$ cat src/rtl/rs_pkg.sv
// Shared definitions for the reservation-station array: default widths,
// the reserved "operand ready" tag and the entry layout.
package rs_pkg;

    localparam int unsigned RS_SIZE_DEF = 4;
    localparam int unsigned TAG_W_DEF   = 5;
    localparam int unsigned DATA_W_DEF  = 32;
    localparam int unsigned OP_W_DEF    = 6;
    localparam int unsigned CNT_W_DEF   = 3;

    localparam logic [TAG_W_DEF-1:0] TAG_NONE = '1;

    // Index/age width for an n-deep array; never narrower than one bit.
    function automatic int unsigned idx_width(input int unsigned n);
        return (n < 2) ? 1 : $clog2(n);
    endfunction

    localparam int unsigned AGE_W_DEF = idx_width(RS_SIZE_DEF);

    // Entry layout for the default configuration.
    typedef struct packed {
        logic                  busy;
        logic [OP_W_DEF-1:0]   op;
        logic [DATA_W_DEF-1:0] vj;
        logic [DATA_W_DEF-1:0] vk;
        logic [TAG_W_DEF-1:0]  qj;
        logic [TAG_W_DEF-1:0]  qk;
        logic [TAG_W_DEF-1:0]  dest;
        logic [AGE_W_DEF-1:0]  age;
    } rs_entry_t;

endpackage

$ cat src/rtl/rs_oldest_select.sv
// Combinational compare tree that picks the ready entry with the largest age.
// IDX_W must equal clog2(N); the tree is padded to 2**IDX_W leaves.
module rs_oldest_select
    import rs_pkg::*;
#(
    parameter int unsigned N     = RS_SIZE_DEF,
    parameter int unsigned AGE_W = AGE_W_DEF,
    parameter int unsigned IDX_W = AGE_W_DEF
) (
    input  logic [N-1:0]       ready,
    input  logic [N*AGE_W-1:0] ages,
    output logic               found,
    output logic [IDX_W-1:0]   idx
);

    localparam int unsigned LEVELS = IDX_W;
    localparam int unsigned LEAVES = 1 << LEVELS;

    logic [LEAVES-1:0]       rdy_pad;
    logic [LEAVES*AGE_W-1:0] age_pad;

    logic [LEAVES-1:0] v  [LEVELS+1];
    logic [AGE_W-1:0]  a  [LEVELS+1][LEAVES];
    logic [IDX_W-1:0]  ix [LEVELS+1][LEAVES];

    assign rdy_pad = LEAVES'(ready);
    assign age_pad = (LEAVES*AGE_W)'(ages);

    always_comb begin
        v  = '{default: '0};
        a  = '{default: '0};
        ix = '{default: '0};
        for (int i = 0; i < int'(LEAVES); i++) begin
            v[0][i]  = rdy_pad[i];
            a[0][i]  = age_pad[i*AGE_W +: AGE_W];
            ix[0][i] = IDX_W'(i);
        end
        // Each node forwards the older valid child; ages are unique so no tie.
        for (int l = 0; l < int'(LEVELS); l++) begin
            for (int i = 0; i < int'(LEAVES / 2); i++) begin
                v[l+1][i] = v[l][2*i] | v[l][2*i+1];
                if (v[l][2*i] && (!v[l][2*i+1] || (a[l][2*i] > a[l][2*i+1]))) begin
                    a[l+1][i]  = a[l][2*i];
                    ix[l+1][i] = ix[l][2*i];
                end else begin
                    a[l+1][i]  = a[l][2*i+1];
                    ix[l+1][i] = ix[l][2*i+1];
                end
            end
        end
        found = v[LEVELS][0];
        idx   = ix[LEVELS][0];
    end

endmodule

$ cat src/rtl/rs_array.sv
// Tomasulo reservation-station array feeding one ALU: oldest-ready-first
// dispatch, CDB snooping with same-cycle capture at issue, and flush.
module rs_array
    import rs_pkg::*;
#(
    parameter int unsigned RS_SIZE = RS_SIZE_DEF,
    parameter int unsigned TAG_W   = TAG_W_DEF,
    parameter int unsigned DATA_W  = DATA_W_DEF,
    parameter int unsigned OP_W    = OP_W_DEF,
    parameter int unsigned CNT_W   = CNT_W_DEF
) (
    input  logic              clk,
    input  logic              rst,
    input  logic              flush,
    input  logic              issue_en,
    input  logic [OP_W-1:0]   opcode,
    input  logic [TAG_W-1:0]  tag_dest,
    input  logic [TAG_W-1:0]  tag_rs,
    input  logic              rs_ready,
    input  logic [DATA_W-1:0] val_rs,
    input  logic [TAG_W-1:0]  tag_rt,
    input  logic              rt_ready,
    input  logic [DATA_W-1:0] val_rt,
    output logic              stall,
    output logic [CNT_W-1:0]  free_cnt,
    input  logic              alu_ready,
    output logic              alu_valid,
    output logic [OP_W-1:0]   alu_opcode,
    output logic [DATA_W-1:0] alu_op1,
    output logic [DATA_W-1:0] alu_op2,
    output logic [TAG_W-1:0]  alu_dest_tag,
    input  logic              cdb_valid,
    input  logic [TAG_W-1:0]  cdb_tag,
    input  logic [DATA_W-1:0] cdb_data
);

    localparam int unsigned IDX_W = idx_width(RS_SIZE);
    localparam int unsigned AGE_W = IDX_W;
    localparam logic [TAG_W-1:0] NONE = '1;

    typedef struct packed {
        logic              busy;
        logic [OP_W-1:0]   op;
        logic [DATA_W-1:0] vj;
        logic [DATA_W-1:0] vk;
        logic [TAG_W-1:0]  qj;
        logic [TAG_W-1:0]  qk;
        logic [TAG_W-1:0]  dest;
        logic [AGE_W-1:0]  age;
    } entry_t;

    entry_t ent [RS_SIZE];

    logic [RS_SIZE-1:0]       ready;
    logic [RS_SIZE*AGE_W-1:0] ages;
    logic                     found;
    logic [IDX_W-1:0]         sel;
    logic [IDX_W-1:0]         slot;
    logic [AGE_W-1:0]         disp_age;
    logic                     do_issue;
    logic                     do_disp;
    logic                     cdb_hit;
    logic [DATA_W-1:0]        new_vj;
    logic [DATA_W-1:0]        new_vk;
    logic [TAG_W-1:0]         new_qj;
    logic [TAG_W-1:0]         new_qk;

    // Occupancy and lowest-index free slot, both from registered busy bits.
    always_comb begin
        free_cnt = '0;
        slot     = '0;
        for (int i = int'(RS_SIZE) - 1; i >= 0; i--) begin
            if (!ent[i].busy) begin
                free_cnt = free_cnt + CNT_W'(1);
                slot     = IDX_W'(i);
            end
        end
    end

    assign stall = (free_cnt == '0);

    always_comb begin
        ready = '0;
        ages  = '0;
        for (int i = 0; i < int'(RS_SIZE); i++) begin
            ready[i]                = ent[i].busy && (ent[i].qj == NONE) && (ent[i].qk == NONE);
            ages[i*AGE_W +: AGE_W]  = ent[i].age;
        end
    end

    rs_oldest_select #(
        .N     (RS_SIZE),
        .AGE_W (AGE_W),
        .IDX_W (IDX_W)
    ) u_select (
        .ready (ready),
        .ages  (ages),
        .found (found),
        .idx   (sel)
    );

    assign do_issue = issue_en && !stall;
    assign do_disp  = alu_ready && found;
    assign cdb_hit  = cdb_valid && (cdb_tag != NONE);
    assign disp_age = ent[sel].age;

    // Operand capture at issue: explicit ready value, then CDB bypass, else wait.
    always_comb begin
        new_vj = val_rs;
        new_qj = NONE;
        if (!rs_ready) begin
            if (cdb_hit && (cdb_tag == tag_rs)) begin
                new_vj = cdb_data;
            end else begin
                new_vj = '0;
                new_qj = tag_rs;
            end
        end
        new_vk = val_rt;
        new_qk = NONE;
        if (!rt_ready) begin
            if (cdb_hit && (cdb_tag == tag_rt)) begin
                new_vk = cdb_data;
            end else begin
                new_vk = '0;
                new_qk = tag_rt;
            end
        end
    end

    // Ages stay a dense 0..n-1 ranking: +1 on issue, -1 when an older-than-us
    // slot... rather, when a younger-than-us entry leaves, so they never overflow.
    always_ff @(posedge clk) begin
        if (rst || flush) begin
            for (int i = 0; i < int'(RS_SIZE); i++) begin
                ent[i].busy <= 1'b0;
                ent[i].qj   <= NONE;
                ent[i].qk   <= NONE;
                ent[i].age  <= '0;
            end
            alu_valid <= 1'b0;
            if (rst) begin
                alu_opcode   <= '0;
                alu_op1      <= '0;
                alu_op2      <= '0;
                alu_dest_tag <= NONE;
            end
        end else begin
            alu_valid <= do_disp;
            if (do_disp) begin
                alu_opcode   <= ent[sel].op;
                alu_op1      <= ent[sel].vj;
                alu_op2      <= ent[sel].vk;
                alu_dest_tag <= ent[sel].dest;
            end
            for (int i = 0; i < int'(RS_SIZE); i++) begin
                if (do_issue && (IDX_W'(i) == slot)) begin
                    ent[i].busy <= 1'b1;
                    ent[i].op   <= opcode;
                    ent[i].vj   <= new_vj;
                    ent[i].vk   <= new_vk;
                    ent[i].qj   <= new_qj;
                    ent[i].qk   <= new_qk;
                    ent[i].dest <= tag_dest;
                    ent[i].age  <= '0;
                end else if (ent[i].busy) begin
                    if (do_disp && (IDX_W'(i) == sel)) begin
                        ent[i].busy <= 1'b0;
                    end else begin
                        if (cdb_hit && (ent[i].qj == cdb_tag)) begin
                            ent[i].vj <= cdb_data;
                            ent[i].qj <= NONE;
                        end
                        if (cdb_hit && (ent[i].qk == cdb_tag)) begin
                            ent[i].vk <= cdb_data;
                            ent[i].qk <= NONE;
                        end
                        ent[i].age <= ent[i].age + AGE_W'(do_issue)
                                    - AGE_W'(do_disp && (ent[i].age > disp_age));
                    end
                end
            end
        end
    end

endmodule

$ cat config.mk
export PLATFORM = sky130hd
export DESIGN_NAME = rs_array
export DESIGN_NICKNAME = d
export VERILOG_FILES = /design/src/rtl/rs_pkg.sv /design/src/rtl/rs_oldest_select.sv /design/src/rtl/rs_array.sv
export SDC_FILE = /design/constraint.sdc
export NUM_CORES = 1
export LEC_CHECK = 0
export CORE_AREA = 10 10 222 203
export DETAILED_ROUTE_END_ITERATION = 8
export DIE_AREA = 0 0 232 213
export GPL_TIMING_DRIVEN = 0
export PLACE_DENSITY_LB_ADDON = 0.3
export SETUP_SLACK_MARGIN = 0.02
export SLEW_MARGIN = 40
export SYNTH_ARGS = -nofsm -noshare
export SYNTH_HDL_FRONTEND = slang
export SYNTH_SLANG_ARGS = --single-unit
$ cat constraint.sdc
create_clock -name clk -period 6.1 [get_ports clk]
set_clock_uncertainty 0.05 [all_clocks]
set_input_delay 1.83 -clock clk [delete_from_list [all_inputs] [get_ports clk]]
set_output_delay 1.83 -clock clk [all_outputs]
set_load 0.02 [all_outputs]
==> results of run 1 <==
==> sequential cells by signal (all words and copies together) (netlist names) <==
signal / flops
alu_valid: 1
ent: 352
alu_op2: 32
alu_dest_tag: 5
alu_opcode: 6
alu_op1: 32
==> placed cells by master, fill, tap and decap left out, types with 18 or more instances in the layout <==
| cell type | instances |
|---|---|
| a22oi_1 | 205 |
| and3_1 | 18 |
| a22o_1 | 192 |
| buf_2 | 45 |
| ha_1 | 26 |
| o21ai_0 | 71 |
| clkdlybuf4s50_1 | 177 |
| clkbuf_16 | 46 |
| xnor2_1 | 45 |
| edfxtp_1 | 425 |
| nor2_1 | 97 |
| inv_1 | 25 |
| clkbuf_1 | 90 |
| nand2_1 | 64 |
| nand3_1 | 31 |
==> Yosys cell counts, drive strengths merged (4+ instances only) <==
| library cell | instances | share of area |
|---|---|---|
| nor3b | 4 | 0.0015 |
| nor2b | 8 | 0.0025 |
| or4 | 5 | 0.0021 |
| nor2 | 97 | 0.018 |
| clkbuf | 82 | 0.015 |
| a2bb2oi | 6 | 0.0026 |
| xnor2 | 45 | 0.020 |
| inv | 25 | 0.0047 |
| nor4 | 7 | 0.0022 |
| xor2 | 16 | 0.0071 |
| nor3 | 8 | 0.0023 |
| edfxtp | 425 | 0.64 |
| nand3 | 31 | 0.0078 |
| a22o | 192 | 0.085 |
| a211oi | 5 | 0.0019 |
| nand4 | 8 | 0.0025 |
| o21ai | 89 | 0.022 |
| a22oi | 205 | 0.077 |
| nand2 | 70 | 0.013 |
| a21oi | 22 | 0.0063 |
| ha | 26 | 0.016 |
| and3 | 18 | 0.0057 |
| o211ai | 9 | 0.0034 |
| buf | 70 | 0.019 |
| and2 | 12 | 0.0039 |
==> critical path, stage by stage (launching register included) <==
cell and delay [ns]:
edfxtp_1 0.51, buf_4 0.26, nand4_1 0.17, nor3_4 0.33, a21oi_2 0.20, nand2_1 0.10, o21ai_0 0.09, ha_1 0.30
nor2b_1 0.13, o21ai_1 0.34, o21ai_2 0.19, and2_1 0.20, clkbuf_1 0.17, buf_2 0.26, buf_2 0.29, a211oi_4 0.39
ha_1 0.30, a211oi_1 0.26, ha_1 0.28, inv_1 0.06, ha_1 0.15, xor2_1 0.18, xnor2_1 0.15, nor3_1 0.06
==> power by group through the flow <==
stage	combinational [mW]	clock [mW]	sequential (mW)
after floorplan	0.392	0	3.42
after global placement	0.756	0	3.39
after detailed placement	0.787	0	3.39
after CTS	0.794	2.70	3.32
after global routing	0.860	2.81	3.33
final	0.806	2.70	3.32
==> kinds of logic after synthesis <==
family	Yosys count
buf+inv	177
fa+ha+maj	26
xor+xnor	61
compound gates	544
flops	428
simple gates	280
==> metal layers <==
metal | vias to the layer above | track usage | wire length, um
li1 | 6446 | - | -
met1 | 7212 | 0.324 | 23800
met2 | 953 | 0.384 | 29100
met3 | 118 | 0.0519 | 6990
met4 | 8 | 0.0793 | 1430
met5 | - | 0 | 49
==> metrics by stage <==
| stage | setup WS, ns | hold WS [ns] | instance area [um^2] | util | TNS [ns] |
|---|---|---|---|---|---|
| 2_1_floorplan | 1.11 | 0.460 | 19900 | - | 0 |
| 3_3_place_gp | -0.926 | 0.477 | 22300 | 0.554 | -58.55 |
| 3_5_place_dp | -0.237 | 0.485 | 22600 | 0.560 | -0.980 |
| 4_1_cts | 0.0223 | 0.501 | 24000 | 0.595 | 0 |
| 5_1_grt | 0.0672 | 0.528 | 24000 | 0.596 | 0 |
| 6_report | 0.417 | 0.493 | 24000 | 0.596 | 0 |
==> final cells by class <==
cell class                 instances  area share
antenna                            2    0.000208
sequential                       428       0.534
clock inverter                    22     0.00922
tap                              540      0.0281
buffer                           152      0.0290
clock buffer                      56      0.0499
multi-input combinational        911       0.266
timing repair buffer             185      0.0801
inverter                          25     0.00391
==> worst max path at each step <==
stage	start	endpoint	slack [ns]	depth (start not counted)
global placement	cdb_tag[2]	ent[0][65]$_DFFE_PP_	-0.93	7
global route	ent[3][1]$_SDFFCE_PN0P_	ent[2][1]$_SDFFCE_PN0P_	0.07	24
CTS	ent[1][87]$_SDFFCE_PN0P_	ent[2][1]$_SDFFCE_PN0P_	0.02	23
finish	ent[1][87]$_SDFFCE_PN0P_	ent[2][1]$_SDFFCE_PN0P_	0.42	23
detailed placement	ent[2][87]$_SDFFE_PP0P_	ent[2][1]$_SDFFCE_PN0P_	-0.24	22
floorplan	ent[2][1]$_SDFFCE_PN0P_	ent[0][1]$_SDFFCE_PN0P_	1.11	23
==> what timing repair did <==
item / in CTS / in global routing
setup endpoints to repair: 8 / 8
hold buffers: 0 / 0
gates resized for setup: 2 / 5
pin swaps: 0 / 1
==> impl_metrics.json, run 1 <==
{
  "synthMuxAreaShare": 0,
  "wl_mm": 61.4,
  "peakVddDrop_v": 0.000186,
  "synth_xor_area_frac": 0.0269,
  "clockPowerShare": 0.395,
  "area_growth_syn_to_layout_pct": 20.8,
  "clk_pin_slew_worst_paths_ns": 0.06,
  "viasPerCell": 6.35,
  "io_buffer_count": 177,
  "grt_overflow_total": 0,
  "final_nets": 1903,
  "fillers": 3165,
  "async_reset_ff_frac": 0,
  "slew_viol_final": 0,
  "place_inst": 2241,
  "timing.rr.end": "ent[2][1]$_SDFFCE_PN0P_",
  "synthesis.area_um2": 19900,
  "numClockSinks": 428,
  "synth_top_family_by_area": "compound AO/OA/AOI/OAI gates",
  "post-cts-setup-buffers": 0,
  "cp_data_required_time_ns": 6.37,
  "syn_nets": 1672,
  "hold_violations": 0,
  "yosys_warnings": 0,
  "seq_area_um2": 12800,
  "coreArea_um2": 40300,
  "synthAdderAreaFrac": 0.0164,
  "power_mw": 6.83,
  "stdcell_count": 2321,
  "first_iter_violations": 1768,
  "hpwl_mm": 41.7,
  "ys_ff_latch": 428,
  "cts-root-buf": "clkbuf_16",
  "clock_latency_ns": 0.57,
  "firstDrtPassIters": 5,
  "p_sw_mw": 1.66,
  "h-tree-depth": 2,
  "synth_ff_type": "edfxtp_1",
  "setup_viol": 0,
  "drcViolationCount": 0,
  "synthSimpleGateAreaFrac": 0.0662,
  "vias": 14700,
  "grt_pass1_vias": 14500,
  "synthCells": 1516,
  "grt_pass1_wl_mm": 89.9,
  "multi_input_area_um2": 6380,
  "grt_setup_unrepaired": "false",
  "max-cap-violations": 0,
  "worstRegToRegCells": 23,
  "place.gp.congestion": 0.901,
  "grtUsageTotal": 0.241,
  "pwr-share-seq": 0.487,
  "path_class": "register to register",
  "path_max_fanout": 10,
  "drive_gt1_frac": 0.0849,
  "p_leak_nw": 8.13,
  "cp-start-kind": "register",
  "cts_buffer_depth": 3,
  "relSlewSlack": 0.452,
  "die_h_um": 213,
  "avgSynthCellArea_um2": 13.1,
  "antenna_found_initial": 6,
  "numCtsBuffers": 44,
  "power_density_nw_per_um2": 284,
  "min-delay-start": "ent[2][48]$_DFFE_PP_",
  "crit_path_end_kind": "register",
  "yosys.cell_types.count": 53,
  "fin_crit_ns": 5.68,
  "run_status": "completed",
  "ant_nets": 0,
  "worstMarginPinSlew_ns": 0.822,
  "wl_per_cell_um": 26.4,
  "whs_endpoint": "alu_op2[31]$_SDFFCE_PP0P_",
  "synth_edf_count": 425,
  "rows": 70,
  "seq_area_frac_synth": 0.645,
  "start_util": 0.493,
  "power_frac_comb": 0.118,
  "p_sw_frac": 0.242,
  "grt_start_max_net_pins": 40,
  "max_freq_mhz": 176,
  "reg2reg_slack_ns": 0.42,
  "pin_count": 210,
  "r2r_start": "ent[1][87]$_SDFFCE_PN0P_",
  "hold_path.class": "register to register",
  "die_area_um2": 49400,
  "intPower_mw": 5.18,
  "finalCritPeriodShare": 0.932,
  "hold_path_depth": 2,
  "cts_tree": "yes",
  "synth_compound_area_frac": 0.206,
  "arrival_ns": 5.95,
  "die_w_um": 232
}
Note: power is estimated with default switching activity, not from simulation.
==> run 2: changes to the inputs <==
--- a/config.mk
+++ b/config.mk
@@ -5,9 +5,11 @@
 export SDC_FILE = /design/constraint.sdc
 export NUM_CORES = 1
 export LEC_CHECK = 0
-export CORE_AREA = 10 10 222 203
+export ABC_AREA = 1
+export CORE_AREA = 10 10 243 222
+export CTS_BUF_LIST = sky130_fd_sc_hd__clkbuf_4
 export DETAILED_ROUTE_END_ITERATION = 8
-export DIE_AREA = 0 0 232 213
+export DIE_AREA = 0 0 253 232
 export GPL_TIMING_DRIVEN = 0
 export PLACE_DENSITY_LB_ADDON = 0.3
 export SETUP_SLACK_MARGIN = 0.02
==> run 2 against run 1 <==
  * Clock power fell by 4%
  * Sequential cell count unchanged
  * Wire length grew 36%
  * Sequential power grew 2%
  * Non-clock buffer count grew 67
  * Synthesized cell count grew 91%
  * Via count is 51% higher
  * Global-route usage grew 3.7 points
  * Critical path type unchanged
==> impl_metrics.json, run 2 <==
{
  "reg_top3": "ent x352, alu_op1 x32, alu_op2 x32",
  "synth_commonest_cells": "nand2_1, inv_1, edfxtp_1, nand3_1",
  "drive_gt1_frac": 0.0926,
  "largest_register_ffs": 352,
  "grt_overflow_total": 0,
  "wl_per_cell_um": 21.2,
  "antenna_found_initial": 4,
  "fillers": 4291,
  "die_w_um": 253,
  "r2r_start": "ent[3][1]$_SDFFCE_PN0P_",
  "async_reset_ff_frac": 0,
  "yosysTopAreaCell": "edfxtp_1",
  "whs_endpoint": "alu_dest_tag[4]$_SDFFCE_PP1P_",
  "worstMarginPinSlew_ns": 0.939,
  "final_common_cell": "nand2_1",
  "cp-start-kind": "register",
  "grt_setup_unrepaired": "false",
  "clk_pin_slew_worst_paths_ns": 0.06,
  "first_iter_violations": 3331,
  "path_max_fanout": 10,
  "cts_buffer_depth": 3,
  "reg2reg_slack_ns": 0.47,
  "top_register": "ent",
  "vias": 22300,
  "max-cap-violations": 0,
  "path_class": "register to register",
  "area_growth_syn_to_layout_pct": 18.6,
  "crit_path_end_kind": "register",
  "place_inst": 3741,
  "ant_nets": 0,
  "synthesis.area_um2": 24200,
  "setup_viol": 0,
  "numCtsBuffers": 112,
  "pin_count": 210,
  "h-tree-depth": 3,
  "hold_path.class": "register to register",
  "cp_data_required_time_ns": 6.82,
  "hold_buffers": 0,
  "clock_latency_ns": 0.93,
  "io_buffer_count": 209,
  "max_stage_delay_ns": 0.41,
  "slew_viol_final": 0,
  "stdcell_count": 3940,
  "numClockSinks": 428,
  "critPathSlowestCell": "edfxtp_1",
  "finalCritPeriodShare": 0.922,
  "hold_path_depth": 2,
  "yosys_warnings": 0,
  "yosys.cell_types.count": 34,
  "post-cts-setup-buffers": 0,
  "seq_area_frac_synth": 0.530,
  "power_density_nw_per_um2": 257,
  "viasPerCell": 5.65,
  "drcViolationCount": 0,
  "wl_mm": 83.6,
  "timing.rr.end": "ent[3][1]$_SDFFCE_PN0P_",
  "hold_ws_ns": 0.515,
  "hpwl_mm": 60.7,
  "synth_area_leaders": "edfxtp_1, nand2_1, inv_1",
  "ys_ff_latch": 428,
  "die_h_um": 232,
  "final_nets": 3380,
  "syn_nets": 3052,
  "firstDrtPassIters": 8,
  "grt_pass1_wl_mm": 124,
  "hold_violations": 0,
  "min-delay-start": "ent[1][6]$_DFFE_PP_",
  "cts_tree": "yes",
  "worstRegToRegCells": 31,
  "rows": 77,
  "run_status": "completed",
  "coreArea_um2": 48700,
  "final_cell_mix": "nand2_1, inv_1, edfxtp_1",
  "avgSynthCellArea_um2": 8.35,
  "synth_top_area_share": 0.528,
  "utilization": 0.588,
  "grt_pass1_vias": 21300,
  "synthCells": 2896,
  "fin_crit_ns": 5.63,
  "grt_start_max_net_pins": 44,
  "arrival_ns": 6.35,
  "synth_edf_count": 425,
  "cts-root-buf": "clkbuf_4",
  "relSlewSlack": 0.372,
  "die_area_um2": 58700,
  "p_leak_nw": 12.6,
  "max_freq_mhz": 178,
  "ctsResizeCount": 0,
  "post-synth-top-count-cell": "nand2_1",
  "synth_ff_type": "edfxtp_1",
  "start_util": 0.496,
  "grtUsageTotal": 0.278,
  "place.gp.congestion": 0.995,
  "peakVddDrop_v": 0.000120
}
[run 2: area by class of cell]
type | count | area, um^2 | share of cell area
plain buffers | 190 | 902 | 0.0315
clock inverters | 35 | 230 | 0.00803
well taps | 632 | 791 | 0.0276
repair buffers | 214 | 2200 | 0.0766
diodes | 4 | 10.0 | 0.000349
flip-flops and latches | 428 | 12800 | 0.447
multi-input cells | 1811 | 8780 | 0.306
inverters | 467 | 1750 | 0.0611
clock buffers | 159 | 1190 | 0.0416
[run 2: worst max-delay path by stage]
stage                                 start                 endpoint  slack, ns  cells after the start
floorplan           ent[2][1]$_SDFFCE_PN0P_  ent[3][1]$_SDFFCE_PN0P_       1.63                     29
global placement                 cdb_tag[1]     ent[0][60]$_DFFE_PP_      -0.03                     10
detailed placement  ent[3][1]$_SDFFCE_PN0P_  ent[3][1]$_SDFFCE_PN0P_       0.12                     27
CTS                 ent[3][1]$_SDFFCE_PN0P_  ent[3][1]$_SDFFCE_PN0P_       0.09                     27
global route        ent[3][1]$_SDFFCE_PN0P_  ent[0][1]$_SDFFCE_PN0P_       0.03                     29
finish              ent[3][1]$_SDFFCE_PN0P_  ent[3][1]$_SDFFCE_PN0P_       0.47                     31
[run 2: power breakdown]
group	internal, mW	switching [mW]
combinational	0.476	0.943
sequential	3.34	0.0312
clock	1.32	1.27
total	5.14	2.24
[run 2: worst max-delay path, delay by kind of cell, from the launching register on]
| kind | cells | cell delay [ns] |
|---|---|---|
| fa+ha+maj | 5 | 1.20 |
| flops | 1 | 0.41 |
| simple gates | 10 | 1.61 |
| buf+inv | 7 | 0.94 |
| xor+xnor | 2 | 0.30 |
| compound gates | 7 | 0.97 |
[run 2: cells by family (layout without fill, tap and decap cells)]
family / Yosys count / count (layout) / synth area share
DFF: 428 / 428 / 0.530
and+or+nand+nor: 1356 / 1356 / 0.245
AOI/OAI and AO/OA: 375 / 375 / 0.0817
buffers and inverters: 657 / 1065 / 0.110
xor gates and xnor gates: 54 / 54 / 0.0196
other: 0 / 4 / 0
adders and majority gates: 26 / 26 / 0.0135
[run 2: layer usage]
metal | wire length, um | share of wire | vias to the layer above | track usage
li1 | - | - | 10200 | -
met1 | 31800 | 0.38 | 10300 | 0.363
met2 | 36800 | 0.44 | 1582 | 0.430
met3 | 11500 | 0.14 | 244 | 0.0756
met4 | 3470 | 0.041 | 0 | 0.121
met5 | 0 | 0 | - | 0
[run 2: stage by stage]
stage          setup slack, ns  TNS [ns]  power [mW]  cell area (um^2)
2_1_floorplan             1.63         0        4.25             24200
3_3_place_gp           -0.0326    -0.964        4.77             27100
3_5_place_dp             0.121         0        4.81             27200
4_1_cts                 0.0865         0        7.34             28600
5_1_grt                 0.0286         0        7.64             28700
6_report                 0.474         0        7.38             28700
